==> src/rtl/bm_reg_pkg.sv <==
// Buffer-manager register bank: address map, CTRL bit positions,
// PIO FSM encoding and a block-decode helper.
package bm_reg_pkg;

   localparam logic [7:0] BM_CTRL       = 8'h00;
   localparam logic [7:0] BM_OVF        = 8'h01;
   localparam logic [7:0] BM_CNT_BASE   = 8'h10;
   localparam logic [7:0] BM_ALPHA_BASE = 8'h20;

   localparam int CTRL_INIT = 0;
   localparam int CTRL_SNAP = 1;
   localparam int CTRL_RDSH = 2;
   localparam int CTRL_CLR  = 3;
   localparam int CTRL_SAT  = 4;
   localparam int CTRL_DONE = 31;

   typedef enum logic [1:0] {
      ST_IDLE = 2'd0,
      ST_WAIT = 2'd1,
      ST_RESP = 2'd2
   } bm_state_e;

   // True when a lies in the 16-entry block at base and its index is below n.
   function automatic logic bm_in_blk(
      input logic [7:0] a,
      input logic [7:0] base,
      input int         n
   );
      return (a[7:4] == base[7:4]) && (int'({28'd0, a[3:0]}) < n);
   endfunction

endpackage

==> src/rtl/bm_evt_cnt.sv <==
// One event counter: live value with wrap/saturate, snapshot shadow,
// clear-on-read and a sticky overflow flag with write-1-to-clear.
module bm_evt_cnt #(
   parameter int CNT_W = 16
) (
   input  logic             clk,
   input  logic             rst,
   input  logic             i_inc,
   input  logic             i_sat,
   input  logic             i_clr,
   input  logic             i_snap,
   input  logic             i_w1c,
   output logic [CNT_W-1:0] o_live,
   output logic [CNT_W-1:0] o_shadow,
   output logic             o_ovf
);

   localparam logic [CNT_W-1:0] MAX = '1;

   logic [CNT_W-1:0] r_live;
   logic [CNT_W-1:0] r_shad;
   logic             r_ovf;
   logic             w_max;

   assign w_max    = (r_live == MAX);
   assign o_live   = r_live;
   assign o_shadow = r_shad;
   assign o_ovf    = r_ovf;

   always_ff @(posedge clk) begin
      if (rst) begin
         r_live <= '0;
         r_shad <= '0;
         r_ovf  <= 1'b0;
      end else begin
         // A clear racing an increment leaves that increment counted.
         if (i_clr)
            r_live <= i_inc ? CNT_W'(1) : '0;
         else if (i_inc)
            r_live <= w_max ? (i_sat ? MAX : '0) : r_live + CNT_W'(1);
         if (i_inc && w_max)
            r_ovf <= 1'b1;
         else if (i_w1c)
            r_ovf <= 1'b0;
         if (i_snap)
            r_shad <= r_live;
      end
   end

endmodule

==> src/rtl/bm_reg_bank.sv <==
// PIO register bank for the buffer manager: event counters, per-queue
// alpha thresholds and free-list init control, paced by clk_div.
module bm_reg_bank
   import bm_reg_pkg::*;
#(
   parameter int NCNT  = 4,
   parameter int CNT_W = 16,
   parameter int NQ    = 8,
   parameter int PIO_W = 32
) (
   input  logic              clk,
   input  logic              rst,
   input  logic              clk_div,
   input  logic              reg_bs,
   input  logic              reg_rd,
   input  logic              reg_wr,
   input  logic [PIO_W-1:0]  reg_addr,
   input  logic [PIO_W-1:0]  reg_din,
   output logic              pio_ack,
   output logic              pio_rvalid,
   output logic [PIO_W-1:0]  pio_rdata,
   input  logic              freeb_init_done,
   input  logic [NCNT-1:0]   cnt_inc,
   output logic              freeb_init,
   output logic [4*NQ-1:0]   dt_alpha
);

   bm_state_e        r_state;
   logic [7:0]       r_addr;
   logic             r_rd;
   logic             r_init;
   logic             r_rdsh;
   logic             r_clr;
   logic             r_sat;
   logic             r_snap;
   logic             r_done_q;
   logic [4*NQ-1:0]  r_alpha;

   logic             w_acc;
   logic             w_wr;
   logic             w_rsp;
   logic             w_rise;
   logic             w_unused;
   logic [7:0]       w_waddr;
   logic [NCNT-1:0]  w_ovf;
   logic [NCNT-1:0]  w_w1c;
   logic [NCNT-1:0]  w_clrv;
   logic [CNT_W-1:0] w_live [NCNT];
   logic [CNT_W-1:0] w_shad [NCNT];
   logic [PIO_W-1:0] w_ctrl;
   logic [PIO_W-1:0] w_rdata;

   assign w_waddr    = reg_addr[7:0];
   assign w_acc      = (r_state == ST_IDLE) && reg_bs && (reg_rd || reg_wr);
   assign w_wr       = w_acc && reg_wr;
   assign w_rsp      = (r_state == ST_WAIT) && clk_div;
   assign w_rise     = freeb_init_done && !r_done_q;
   assign w_unused   = ^{reg_addr[PIO_W-1:8], reg_din};
   assign freeb_init = r_init;
   assign dt_alpha   = r_alpha;

   for (genvar i = 0; i < NCNT; i++) begin : g_cnt
      assign w_w1c[i]  = w_wr && (w_waddr == BM_OVF) && reg_din[i];
      assign w_clrv[i] = w_rsp && r_rd && r_clr &&
                         bm_in_blk(r_addr, BM_CNT_BASE, NCNT) &&
                         (r_addr[3:0] == 4'(i));
      bm_evt_cnt #(.CNT_W(CNT_W)) u_cnt (
         .clk      (clk),
         .rst      (rst),
         .i_inc    (cnt_inc[i]),
         .i_sat    (r_sat),
         .i_clr    (w_clrv[i]),
         .i_snap   (r_snap),
         .i_w1c    (w_w1c[i]),
         .o_live   (w_live[i]),
         .o_shadow (w_shad[i]),
         .o_ovf    (w_ovf[i])
      );
   end

   always_comb begin
      w_ctrl            = '0;
      w_ctrl[CTRL_INIT] = r_init;
      w_ctrl[CTRL_RDSH] = r_rdsh;
      w_ctrl[CTRL_CLR]  = r_clr;
      w_ctrl[CTRL_SAT]  = r_sat;
      w_ctrl[CTRL_DONE] = freeb_init_done;
   end

   always_comb begin
      w_rdata = '0;
      unique case (1'b1)
         (r_addr == BM_CTRL): w_rdata = w_ctrl;
         (r_addr == BM_OVF):  w_rdata = PIO_W'(w_ovf);
         bm_in_blk(r_addr, BM_CNT_BASE, NCNT): begin
            for (int i = 0; i < NCNT; i++)
               if (r_addr[3:0] == 4'(i))
                  w_rdata = PIO_W'(r_rdsh ? w_shad[i] : w_live[i]);
         end
         bm_in_blk(r_addr, BM_ALPHA_BASE, NQ): begin
            for (int q = 0; q < NQ; q++)
               if (r_addr[3:0] == 4'(q))
                  w_rdata = PIO_W'(r_alpha[4*q +: 4]);
         end
         default: w_rdata = '0;
      endcase
   end

   always_ff @(posedge clk) begin
      if (rst) begin
         r_state    <= ST_IDLE;
         r_addr     <= '0;
         r_rd       <= 1'b0;
         pio_ack    <= 1'b0;
         pio_rvalid <= 1'b0;
         pio_rdata  <= '0;
         r_init     <= 1'b0;
         r_rdsh     <= 1'b0;
         r_clr      <= 1'b0;
         r_sat      <= 1'b0;
         r_snap     <= 1'b0;
         r_done_q   <= 1'b0;
         r_alpha    <= '0;
      end else begin
         r_done_q   <= freeb_init_done;
         r_snap     <= 1'b0;
         pio_ack    <= 1'b0;
         pio_rvalid <= 1'b0;
         if (w_rise)
            r_init <= 1'b0;
         unique case (r_state)
            ST_IDLE: begin
               if (w_acc) begin
                  r_addr  <= w_waddr;
                  r_rd    <= reg_rd;
                  r_state <= ST_WAIT;
               end
            end
            ST_WAIT: begin
               if (clk_div) begin
                  pio_rdata  <= r_rd ? w_rdata : '0;
                  pio_ack    <= 1'b1;
                  pio_rvalid <= r_rd;
                  r_state    <= ST_RESP;
               end
            end
            ST_RESP: r_state <= ST_IDLE;
            default: r_state <= ST_IDLE;
         endcase
         // Writes land in the accept cycle; a CTRL write beats the done-rise clear.
         if (w_wr) begin
            if (w_waddr == BM_CTRL) begin
               r_init <= reg_din[CTRL_INIT];
               r_snap <= reg_din[CTRL_SNAP];
               r_rdsh <= reg_din[CTRL_RDSH];
               r_clr  <= reg_din[CTRL_CLR];
               r_sat  <= reg_din[CTRL_SAT];
            end
            for (int q = 0; q < NQ; q++)
               if (bm_in_blk(w_waddr, BM_ALPHA_BASE, NQ) &&
                   (w_waddr[3:0] == 4'(q)))
                  r_alpha[4*q +: 4] <= reg_din[3:0];
         end
      end
   end

endmodule

==> config.mk <==
export PLATFORM = sky130hd
export DESIGN_NAME = bm_reg_bank
export DESIGN_NICKNAME = d
export VERILOG_FILES = /design/src/rtl/bm_reg_pkg.sv /design/src/rtl/bm_evt_cnt.sv /design/src/rtl/bm_reg_bank.sv
export SDC_FILE = /design/constraint.sdc
export NUM_CORES = 1
export LEC_CHECK = 0
export CORE_MARGIN = 4
export CORE_UTILIZATION = 45
export DETAILED_ROUTE_END_ITERATION = 6
export PLACE_DENSITY = 0.68
export SLEW_MARGIN = 20
export SYNTH_ARGS = -nofsm -noshare
export SYNTH_HDL_FRONTEND = slang
export SYNTH_SLANG_ARGS = --single-unit
==> constraint.sdc <==
create_clock -name clk -period 2.5 [get_ports clk]
set_input_delay 0.5 -clock clk [delete_from_list [all_inputs] [get_ports clk]]
set_output_delay 0.5 -clock clk [all_outputs]
set_load 0.1 [all_outputs]
# Word-level counts from Yosys, hierarchy flattened
# Index checks and enable logic that the tools add are counted.
dict set report op_classes {
  n_mux 50
  n_reduce_logical 62
  order_cmp 3
  bitwise 4
  eq_ne 26
  add_sub_neg 4
}
# op count
set ops {}
lappend ops {{2-to-1 mux 32 bit} 11}
lappend ops {{2-to-1 mux 16 bit} 18}
lappend ops {{one-hot mux 32 bit (4 select lines)} 1}
lappend ops {{adder 16 x 1 -> 16 bit, second input constant} 4}
lappend ops {{== test 16 bit, second input constant} 4}
lappend ops {{== test 4 x 3 -> 1 bit, second input constant} 8}
lappend ops {{logical AND 1 bit} 32}
lappend ops {{== test 4 x 2 -> 1 bit, second input constant} 6}
lappend ops {{AND reduction 2 bit} 12}
lappend ops {{== test 8 x 1 -> 1 bit, second input constant} 2}
lappend ops {{logical NOT 8 bit} 2}
lappend ops {{2-to-1 mux 1 bit} 16}
lappend ops {{nonzero test 2 bit} 8}
lappend ops {{== test 4 x 1 -> 1 bit, second input constant} 3}
lappend ops {{logical NOT 4 bit} 2}
lappend ops {{less-than comparator 4 bit, second input constant} 2}
lappend ops {{OR reduction 3 bit} 2}
lappend ops {{less-than comparator 4 x 3 -> 1 bit, second input constant} 1}
lappend ops {{2-to-1 mux 2 bit} 2}
lappend ops {{2-to-1 mux 4 bit} 1}
lappend ops {{!= test 2 bit, second input constant} 2}
lappend ops {{NOT 1 bit} 4}
lappend ops {{one-hot mux 2 bit (2 select lines)} 1}
lappend ops {{== test 2 x 1 -> 1 bit, second input constant} 1}
lappend ops {{4 further kinds} 4}
dict set report totals {
  input_bits 75
  register_bits 215
  elab_cells 181
}

# Longest topological paths before layout
# Gate-level depths: netlist of the first run.
dict set report logic_depth {
  word_depth 11
  mapped_depth 7
}

# Cells and area by module
# From an unflattened synthesis of the first run, not the netlist that was laid out.
dict set report hier_totals {
  hier_cells 1208
  area_unflattened_um2 10595.2
}
# mod cells_each area_per_inst_um2 instances seq_area_each_um2
set modules_own_cells {}
lappend modules_own_cells {bm_evt_cnt 178 1624.1 4 660.6}
lappend modules_own_cells {bm_reg_bank 496 4098.9 1 1361.3}

# Worst setup path after synthesis of the first run
# Ideal clock, no wire load.
dict set report synth_timing {
  kind {input port to flip-flop}
  startpoint {input port reg_addr[7]}
  endpoint {register r_alpha[24] (netlist: dt_alpha[24])}
  setup_ns 0.128
  stages 6
  n_path_buf 1
  path_slack_ns 0.145
  t_arrival_ns 2.227
  path_cell_list {or4_1 -> or4_4 -> buf_6 -> nor3b_4 -> mux2i_1 -> nor2_1}
}
dict set report synth_between {
  elab_chain_cells 4
}
# item line
set synth_rtl {}
lappend synth_rtl {{from (decl)} bm_reg_bank.sv:17} ;# input logic [PIO_W-1:0] reg_addr,
lappend synth_rtl {{== test 4 x 2 -> 1 bit} bm_reg_pkg.sv:29} ;# return (a[7:4] == base[7:4]) && (int'({28'd0, a[3:0]}) < n);
lappend synth_rtl {{logical AND 1 bit} bm_reg_pkg.sv:29}
lappend synth_rtl {{logical AND 1 bit} bm_reg_bank.sv:160} ;# if (bm_in_blk(w_waddr, BM_ALPHA_BASE, NQ) &&
lappend synth_rtl {{AND reduction 2 bit (no source line)} -}
lappend synth_rtl {{to (signal, indexed assignment)} bm_reg_bank.sv:162} ;# r_alpha[4*q +: 4] <= reg_din[3:0];
lappend synth_rtl {{to (decl)} bm_reg_bank.sv:37} ;# logic [4*NQ-1:0] r_alpha;
# Every way passes these cells.
# A chain may end at the register's enable or synchronous reset.

# Final worst setup path of the first run
dict set report layout_timing {
  startpoint {input port reg_addr[7]}
  endpoint {register r_alpha[27] (netlist: dt_alpha[27])}
}
# Same word-level chain as after synthesis.

==> flow_summary.toml, run 1 <==
[status]
outcome = "finished clean"

[clock_tree]
clock_latency_ns = 0.44
h-tree-depth = 4
clock_sinks = 200
holdBufCountCts = 0
cts_buffer_depth = 2
cts_tree = "yes"
clk_pin_slew_ns = 0.08
clockRootBuffer = "clkbuf_16"
cts_buffers = 17

[die]
placeableCoreArea_um2 = 21800
dieArea_um2 = 24600
start_util_pct = 45.7
die_x_um = 157
rows = 54
die-height_um = 157
num_io_pins = 142

[yosys]
synth_top_area_share_pct = 40.1
synthesis.area_um2 = 9980
synth_edf_count = 0
netlist_top_cells_count = "dfxtp_1 (200), nor2_1 (188), mux2i_1 (144)"
async_flop_share_pct = 0
ys_types = 72
ys_seq_area_share_pct = 40.1
synthCells = 1117
ys.flop_type = "dfxtp_1"
ys_ff_latch = 200
ys_warn_count = 0
synth.most_common_cell = "dfxtp_1"
yosys.area.top_type = "dfxtp_1"
synth_area_leaders = "dfxtp_1 (40%), mux2i_1 (14%), nor2_1 (7.1%)"
avgSynthCellArea_um2 = 8.93

[power]
swShare_pct = 26.6
seq_power_share_pct = 50.5
p_int_mw = 4.73
p_per_area_nw_per_um2 = 550
pwr-share-clk_pct = 41.5
power.leakage_nw = 4.22
p_comb_share_pct = 8.0
switching_power_mw = 1.72
power.total_mw = 6.45
ir_drop_uv = 401

[timing]
rsz0062_at_grt = "no"
fin_crit_sh_pct = 97.3
hold_viol_final = 0
setup_viol = 0
tightest_slew_ns = 0.793
fin_tns_setup_ns = 0
fin_crit_ns = 2.43
fmax_mhz = 411
maxSlewViolCount = 0
max_slew_margin_pct = 47.0
skew_ns = 0.0101

[worst_setup_path]
cp.depth = 6
required_ns = 2.82
cpPeakStageDelay_ns = 0.60
crit_slowest_cell = "or4_1"
crit_family = "simple AND/OR/NAND/NOR gates"
cp_cell_sequence = "clkdlybuf4s50_1, or4_1, or4_4, nor3b_4, mux2i_1, nor2_1"
cp.arrival_ns = 2.75
critPathMaxFanout = 4
critPathLaunchType = "input pin"
reg2reg_depth = 6
cp_num_buf_inv = 1
crit_path_end_kind = "flop"
critPathKind = "input pin to flop"

[place]
port_buffers = 75
place_area_um2 = 11100
dp_hpwl_um = 20400
globalplace.congestion = 0.910

[global_route]
overflow = 0
antenna_found_initial = 0
grt_max_degree = 45
grt_pass1_vias = 8407
grt_pass1_wl_um = 44900
grt_use_total_pct = 22.8

[cells_and_area]
area_growth_pct = 17.5
fin_area_um2 = 11700
diodes = 0
post_route_cells_drive_above_1_share_pct = 16.3
n_fill_cell = 1993
fin_nets = 1284

[detailed_routing]
via_count = 8744
wirelength_um = 27800
first_pass_iters = 5
ant_nets = 0
drc = 0
vias_per_cell = 5.84
drt-initial-drc-count = 828
wl_per_cell_um = 18.6

[job]
drv_cap = 0

[min_path]
hold_depth = 2
hold_path.class = "input pin to flop"
-- layer usage --
layer / wire length (um) / global-route usage [%] / vias up
met5: 0 / 0 / -
li1: - / - / 4234
met2: 13100 / 36.7 / 233
met1: 12800 / 31.7 / 4241
met3: 1350 / 3.52 / 36
met4: 561 / 7.23 / 0
-- flip-flops by register name, summed over array words and instances, names as in the netlist, 2 cells and up --
signal / flops
r_state: 2
g_cnt.u_cnt.o_ovf: 4
g_cnt.u_cnt.o_live: 64
pio_rdata: 17
g_cnt.u_cnt.o_shadow: 64
dt_alpha: 32
r_addr: 8
-- layout by cell type (no fill, tap or decap), types with 14 or more instances in the layout --
| cell | Yosys | layout |
|---|---|---|
| dfxtp_1 | 200 | 197 |
| mux4_2 | 21 | 21 |
| o21ai_0 | 42 | 42 |
| and3_1 | 30 | 30 |
| conb_1 | 1 | 15 |
| o22ai_1 | 14 | 14 |
| nand3_1 | 32 | 32 |
| a31oi_1 | 14 | 14 |
| nor2_1 | 188 | 188 |
| clkdlybuf4s50_1 | 0 | 22 |
| a21oi_1 | 50 | 50 |
| nand4_1 | 15 | 15 |
| inv_1 | 16 | 16 |
| nor3_1 | 29 | 29 |
| nand2_1 | 66 | 66 |
| a22oi_1 | 14 | 14 |
| buf_4 | 16 | 120 |
| clkbuf_16 | 0 | 17 |
| mux2i_1 | 144 | 144 |
-- path summary, 6_finish.rpt --
kind | start | to | slack, ns
min reg2reg | pio_rdata[31]$_SDFFE_PP0P_ | pio_rdata[31]$_SDFFE_PP0P_ | 0.46
min | rst | g_cnt[3].u_cnt.o_shadow[14]$_SDFFE_PP0P_ | 0.45
max reg2reg | r_addr[0]$_SDFFE_PP0P_ | pio_rdata[7]$_SDFFE_PP0P_ | 0.20
max | reg_addr[7] | dt_alpha[27]$_SDFFE_PP0P_ | 0.07
-- worst register-to-register path, cell delays in order (launching register included) --
cell	delay, ns
dfxtp_2	0.68
buf_4	0.35
mux4_2	0.55
nor2_1	0.26
a221oi_1	0.09
a22oi_1	0.21
nor2_1	0.05
-- power groups by stage --
| stage | Clock, mW | Sequential [mW] | Combinational (mW) |
|---|---|---|---|
| 3_3_place_gp | 0 | 3.33 | 0.505 |
| 6_report | 2.68 | 3.26 | 0.515 |
| 2_1_floorplan | 0 | 3.31 | 0.370 |
| 5_1_grt | 2.85 | 3.26 | 0.549 |
| 3_5_place_dp | 0 | 3.33 | 0.510 |
| 4_1_cts | 2.72 | 3.25 | 0.510 |
-- layout make-up --
cell class / count / area [um2] / area share [%]
inverter: 16 / 60.1 / 0.512
timing repair buffer: 145 / 1180 / 10.1
tap: 280 / 350 / 2.99
clock buffer: 19 / 453 / 3.86
multi-input combinational: 825 / 5550 / 47.4
clock inverter: 13 / 115 / 0.982
sequential: 200 / 4010 / 34.2
-- through the flow --
step / setup slack, ns / std cells / utilization, % / hold WS [ns]
CTS: 0.0902 / 1498 / 53.7 / 0.456
global placement: -0.338 / 1466 / 51.1 / 0.444
finish: 0.0685 / 1498 / 53.7 / 0.455
floorplan: 0.145 / 1131 / - / 0.449
detailed placement: -0.374 / 1466 / 51.1 / 0.454
global route: 0.0108 / 1498 / 53.7 / 0.465
-- cells by family (layout without fill, tap and decap cells) --
kind of cell	count (synthesis)	in the layout	synth area share (%)
AO/OA/AOI/OAI	203	203	13.3
flip-flops	200	200	40.1
AND/OR/NAND/NOR	436	436	21.8
adder cells (fa/ha/maj)	4	4	0.502
buffers and inverters	106	193	4.82
other	1	15	0.0376
multiplexers	167	167	19.4
-- repair_timing --
item / 4_1_cts / 5_1_grt
endpoints found under the setup margin: 0 / 3
resized for setup: 0 / 1
buffers inserted: 0 / 0
endpoints found under the hold margin: 0 / 0
(Power assumes the default switching activity.)
==> inputs of run 2 (changes only) <==
--- a/config.mk
+++ b/config.mk
@@ -9,7 +9,8 @@
 export CORE_UTILIZATION = 45
 export DETAILED_ROUTE_END_ITERATION = 6
 export PLACE_DENSITY = 0.68
-export SLEW_MARGIN = 20
+export RECOVER_POWER = 100
+export SLEW_MARGIN = 10
 export SYNTH_ARGS = -nofsm -noshare
 export SYNTH_HDL_FRONTEND = slang
 export SYNTH_SLANG_ARGS = --single-unit
==> flow_summary.toml, run 2 (synthesized netlist as in run 1, its figures left out) <==
[worst_setup_path]
r2r_slack_ns = 0.14
timing.rr.end = "g_cnt[0].u_cnt.o_live[15]$_SDFFE_PP0P_"
crit_slowest_cell = "or4_1"
critPathKind = "input pin to flop"
critPathMaxFanout = 5
cpPeakStageDelay_ns = 0.59
cp.arrival_ns = 2.71
crit_end = "r_sat$_SDFFE_PP0P_"
critPathLaunch = "reg_addr[7]"
cp_cell_sequence = "clkdlybuf4s50_1, or4_1, or3_2, nor4b_4, clkbuf_2, mux2i_1, nor2_1"
critPathLaunchType = "input pin"
required_ns = 2.78
reg2reg_depth = 6
crit_path_end_kind = "flop"
r2r_start = "r_addr[4]$_SDFFE_PP0P_"

[global_route]
grt_use_total_pct = 22.8
grt_pass1_wl_um = 44900
grt_pass1_vias = 8407
antenna_found_initial = 0
grt_max_degree = 45
overflow = 0

[die]
rows = 54
die_x_um = 157
num_io_pins = 142
start_util_pct = 45.7
dieArea_um2 = 24600
placeableCoreArea_um2 = 21800
die-height_um = 157

[clock_tree]
cts_tree = "yes"
clockRootBuffer = "clkbuf_16"
holdBufCountCts = 0
h-tree-depth = 4
clock_sinks = 200
clock_latency_ns = 0.44
cts_buffer_depth = 2
clk_pin_slew_ns = 0.07
cts_buffers = 17

[timing]
tightest_slew_ns = 1.64
skew_ns = 0.0103
hold_viol_final = 0
worst_slack_ns = 0.0777
rsz0062_at_grt = "no"
fmax_mhz = 413
fin_crit_ns = 2.42
max_slew_margin_pct = -9.82
fin_crit_sh_pct = 96.9
maxSlewViolCount = 26
setup_viol = 0

[place]
dp_hpwl_um = 20400
globalplace.congestion = 0.910
place_ws_ns = -0.374
port_buffers = 75

[detailed_routing]
vias_per_cell = 5.89
wl_per_cell_um = 18.6
drt-initial-drc-count = 760
via_count = 8817
drc = 0
wirelength_um = 27800
ant_nets = 0
first_pass_iters = 7

[min_path]
hold_path.class = "flop to flop"
hold_depth = 2

[cells_and_area]
final_common_cell = "dfxtp_1"
finalCoreUtilization_pct = 52.7
diodes = 0
fin_nets = 1284
post_route_cells_drive_above_1_share_pct = 13.9
layout_common_cells = "dfxtp_1 (198), nor2_1 (188), mux2i_1 (144)"
multiInputGateArea_um2 = 5540
n_fill_cell = 2057
final-seq-area_um2 = 4010
area_growth_pct = 15.3

[job]
drv_cap = 1

[status]
outcome = "finished, violations left"
violations = "capacitance limit, slew limit"

[power]
p_per_area_nw_per_um2 = 560
power.leakage_nw = 4.06
ir_drop_uv = 403
power.total_mw = 6.44
-- run 2: metrics by stage --
step / hold slack, ns / TNS [ns] / std cells / area (um2)
2_1_floorplan: 0.449 / 0 / 1131 / 10000
3_3_place_gp: 0.444 / -5.72 / 1466 / 11100
3_5_place_dp: 0.454 / -6.28 / 1466 / 11100
4_1_cts: 0.456 / 0 / 1498 / 11700
5_1_grt: 0.507 / 0 / 1498 / 11500
6_report: 0.459 / 0 / 1498 / 11500
-- run 2: worst min path at each step --
| stage | from | endpoint | slack (ns) |
|---|---|---|---|
| final | pio_rdata[31]$_SDFFE_PP0P_ | pio_rdata[31]$_SDFFE_PP0P_ | 0.46 |
| after global routing | pio_rdata[31]$_SDFFE_PP0P_ | pio_rdata[31]$_SDFFE_PP0P_ | 0.51 |
| after CTS | rst | g_cnt[1].u_cnt.o_shadow[6]$_SDFFE_PP0P_ | 0.46 |
| after detailed placement | pio_rdata[31]$_SDFFE_PP0P_ | pio_rdata[31]$_SDFFE_PP0P_ | 0.45 |
| after global placement | pio_rdata[31]$_SDFFE_PP0P_ | pio_rdata[31]$_SDFFE_PP0P_ | 0.44 |
| after floorplan | g_cnt[3].u_cnt.o_ovf$_SDFFE_PP0P_ | g_cnt[3].u_cnt.o_ovf$_SDFFE_PP0P_ | 0.45 |
-- run 2: where the power goes --
| part | total [mW] | switching, mW | internal [mW] |
|---|---|---|---|
| logic | 0.508 | 0.346 | 0.162 |
| clock network | 2.67 | 1.32 | 1.36 |
| registers | 3.26 | 0.0477 | 3.21 |
| total | 6.44 | 1.71 | 4.73 |
-- run 2: final cells by class --
cell class                      instances  area share, %
Tap cell                              280           3.05
Multi-Input combinational cell        825           48.2
Timing Repair Buffer                  145           8.49
Inverter                               16          0.522
Clock inverter                         13           1.00
Clock buffer                           19           3.94
Sequential cell                       200           34.8
-- run 2: routing by layer --
metal	track usage, %	vias to the layer above	wire (um)
met5	0	-	0
met4	7.23	0	572
met3	3.52	41	1540
met2	36.7	277	13100
met1	31.7	4259	12600
li1	-	4240	-
-- run 2: worst max-delay path, delay by kind of cell --
family        cells  cell delay (ns)
buf+inv           2             0.65
mux               1             0.21
simple gates      4             1.34
-- run 2: timing repair --
item | 4_1_cts | 5_1_grt
buffers inserted | 0 | 0
endpoints found under the hold margin | 0 | 0
gates resized for setup | 0 | 1
setup endpoints to repair | 0 | 3
==> inputs of run 3 (changes only) <==
--- a/config.mk
+++ b/config.mk
@@ -5,7 +5,7 @@
 export SDC_FILE = /design/constraint.sdc
 export NUM_CORES = 1
 export LEC_CHECK = 0
-export CORE_MARGIN = 4
+export CORE_MARGIN = 2
 export CORE_UTILIZATION = 45
 export DETAILED_ROUTE_END_ITERATION = 6
 export PLACE_DENSITY = 0.68
==> flow_summary.toml, run 3 (synthesized netlist as in run 1, its figures left out) <==
[detailed_routing]
drt-initial-drc-count = 948
wirelength_um = 27400
drc = 0
vias_per_cell = 5.86
ant_nets = 0
wl_per_cell_um = 18.4
via_count = 8749
first_pass_iters = 6

[timing]
fin_crit_sh_pct = 96.0
hold_viol_final = 0
setup_viol = 0
skew_ns = 0.00978
tightest_slew_ns = 1.21
max_slew_margin_pct = 19.8
fmax_mhz = 417
maxSlewViolCount = 0
rsz0062_at_grt = "no"
fin_crit_ns = 2.40
fin_tns_setup_ns = 0

[power]
p_per_area_nw_per_um2 = 581
power.leakage_nw = 4.03
ir_drop_uv = 368

[cells_and_area]
diodes = 0
layout_common_cells = "dfxtp_1 (197), nor2_1 (189), mux2i_1 (144)"
final_common_cell = "dfxtp_1"
finalCoreUtilization_pct = 52.6
fin_nets = 1278
post_route_cells_drive_above_1_share_pct = 13.1
finalNonFillerCells = 1492
area_growth_pct = 15.0

[job]
drv_cap = 0

[die]
die_x_um = 153
start_util_pct = 45.7
rows = 54
num_io_pins = 142
dieArea_um2 = 23400
die-height_um = 153
placeableCoreArea_um2 = 21800

[place]
dp.cells = 1460
port_buffers = 75
dp_hpwl_um = 19900
globalplace.congestion = 0.896

[clock_tree]
holdBufCountCts = 0
cts_tree = "yes"
clock_latency_ns = 0.44
clk_pin_slew_ns = 0.07
clockRootBuffer = "clkbuf_16"
clock_sinks = 200
cts_buffers = 17
cts_buffer_depth = 2
h-tree-depth = 4

[global_route]
grt_pass1_vias = 8267
grt_pass1_wl_um = 44500
overflow = 0
grt_use_total_pct = 23.5
antenna_found_initial = 0
grt_max_degree = 39

[worst_setup_path]
cp.arrival_ns = 2.71
r2r_slack_ns = 0.18
critPathKind = "input pin to flop"
crit_path_end_kind = "flop"
required_ns = 2.81
critPathLaunchType = "input pin"
critPathMaxFanout = 5

[status]
outcome = "finished clean"

[min_path]
hold_path.class = "flop to flop"
run 3: area by class of cell:
type / instances / area (um2)
fillers: 2004 / 10300
flip-flops and latches: 200 / 4010
clock inverters: 13 / 171
multi-input cells: 825 / 5530
clock buffers: 19 / 443
well taps: 280 / 350
repair buffers: 139 / 915
inverters: 16 / 60.1
run 3: routing by layer:
layer | routed length [um] | part of all wire [%] | GRT usage [%] | vias up
met3 | 1360 | 5.0 | 3.57 | 20
met2 | 12800 | 47 | 37.5 | 229
met5 | 0 | 0 | 0 | -
met4 | 299 | 1.1 | 5.86 | 0
li1 | - | - | - | 4211
met1 | 12900 | 47 | 33.5 | 4289
run 3: report_power, final:
part,total (mW),switching (mW),internal (mW)
registers,3.25,0.0453,3.21
clock network,2.90,1.28,1.62
logic,0.515,0.351,0.164
run 3: repair_timing:
item	in CTS	in global routing
endpoints found under the setup margin	0	3
setup buffers	0	0
resized for setup	0	0
run 3: worst max-delay path: stages:
cell and delay [ns]:
clkdlybuf4s50_1 0.42, or4_1 0.61, or3_2 0.47, nor4b_4 0.20
clkbuf_2 0.23, mux2i_1 0.20, nor2_1 0.06
run 3: final timing paths:
path | start | end | cells past startpoint
worst max register to register | r_addr[7]$_SDFFE_PP0P_ | g_cnt[3].u_cnt.o_live[9]$_SDFFE_PP0P_ | 5
worst max-delay path | reg_addr[7] | r_sat$_SDFFE_PP0P_ | 7
worst min register to register | pio_rdata[31]$_SDFFE_PP0P_ | pio_rdata[31]$_SDFFE_PP0P_ | 2
worst min-delay path | pio_rdata[31]$_SDFFE_PP0P_ | pio_rdata[31]$_SDFFE_PP0P_ | 2
run 3: through the flow:
stage | worst slack (ns) | area [um2] | hold WS, ns | total power [mW]
finish | 0.101 | 11500 | 0.471 | 6.67
global route | 0.0262 | 11500 | 0.508 | 6.88
CTS | 0.0715 | 11700 | 0.480 | 6.71
detailed placement | -0.393 | 11100 | 0.470 | 3.84
global placement | -0.345 | 11100 | 0.453 | 3.84
floorplan | 0.145 | 10000 | 0.449 | 3.68
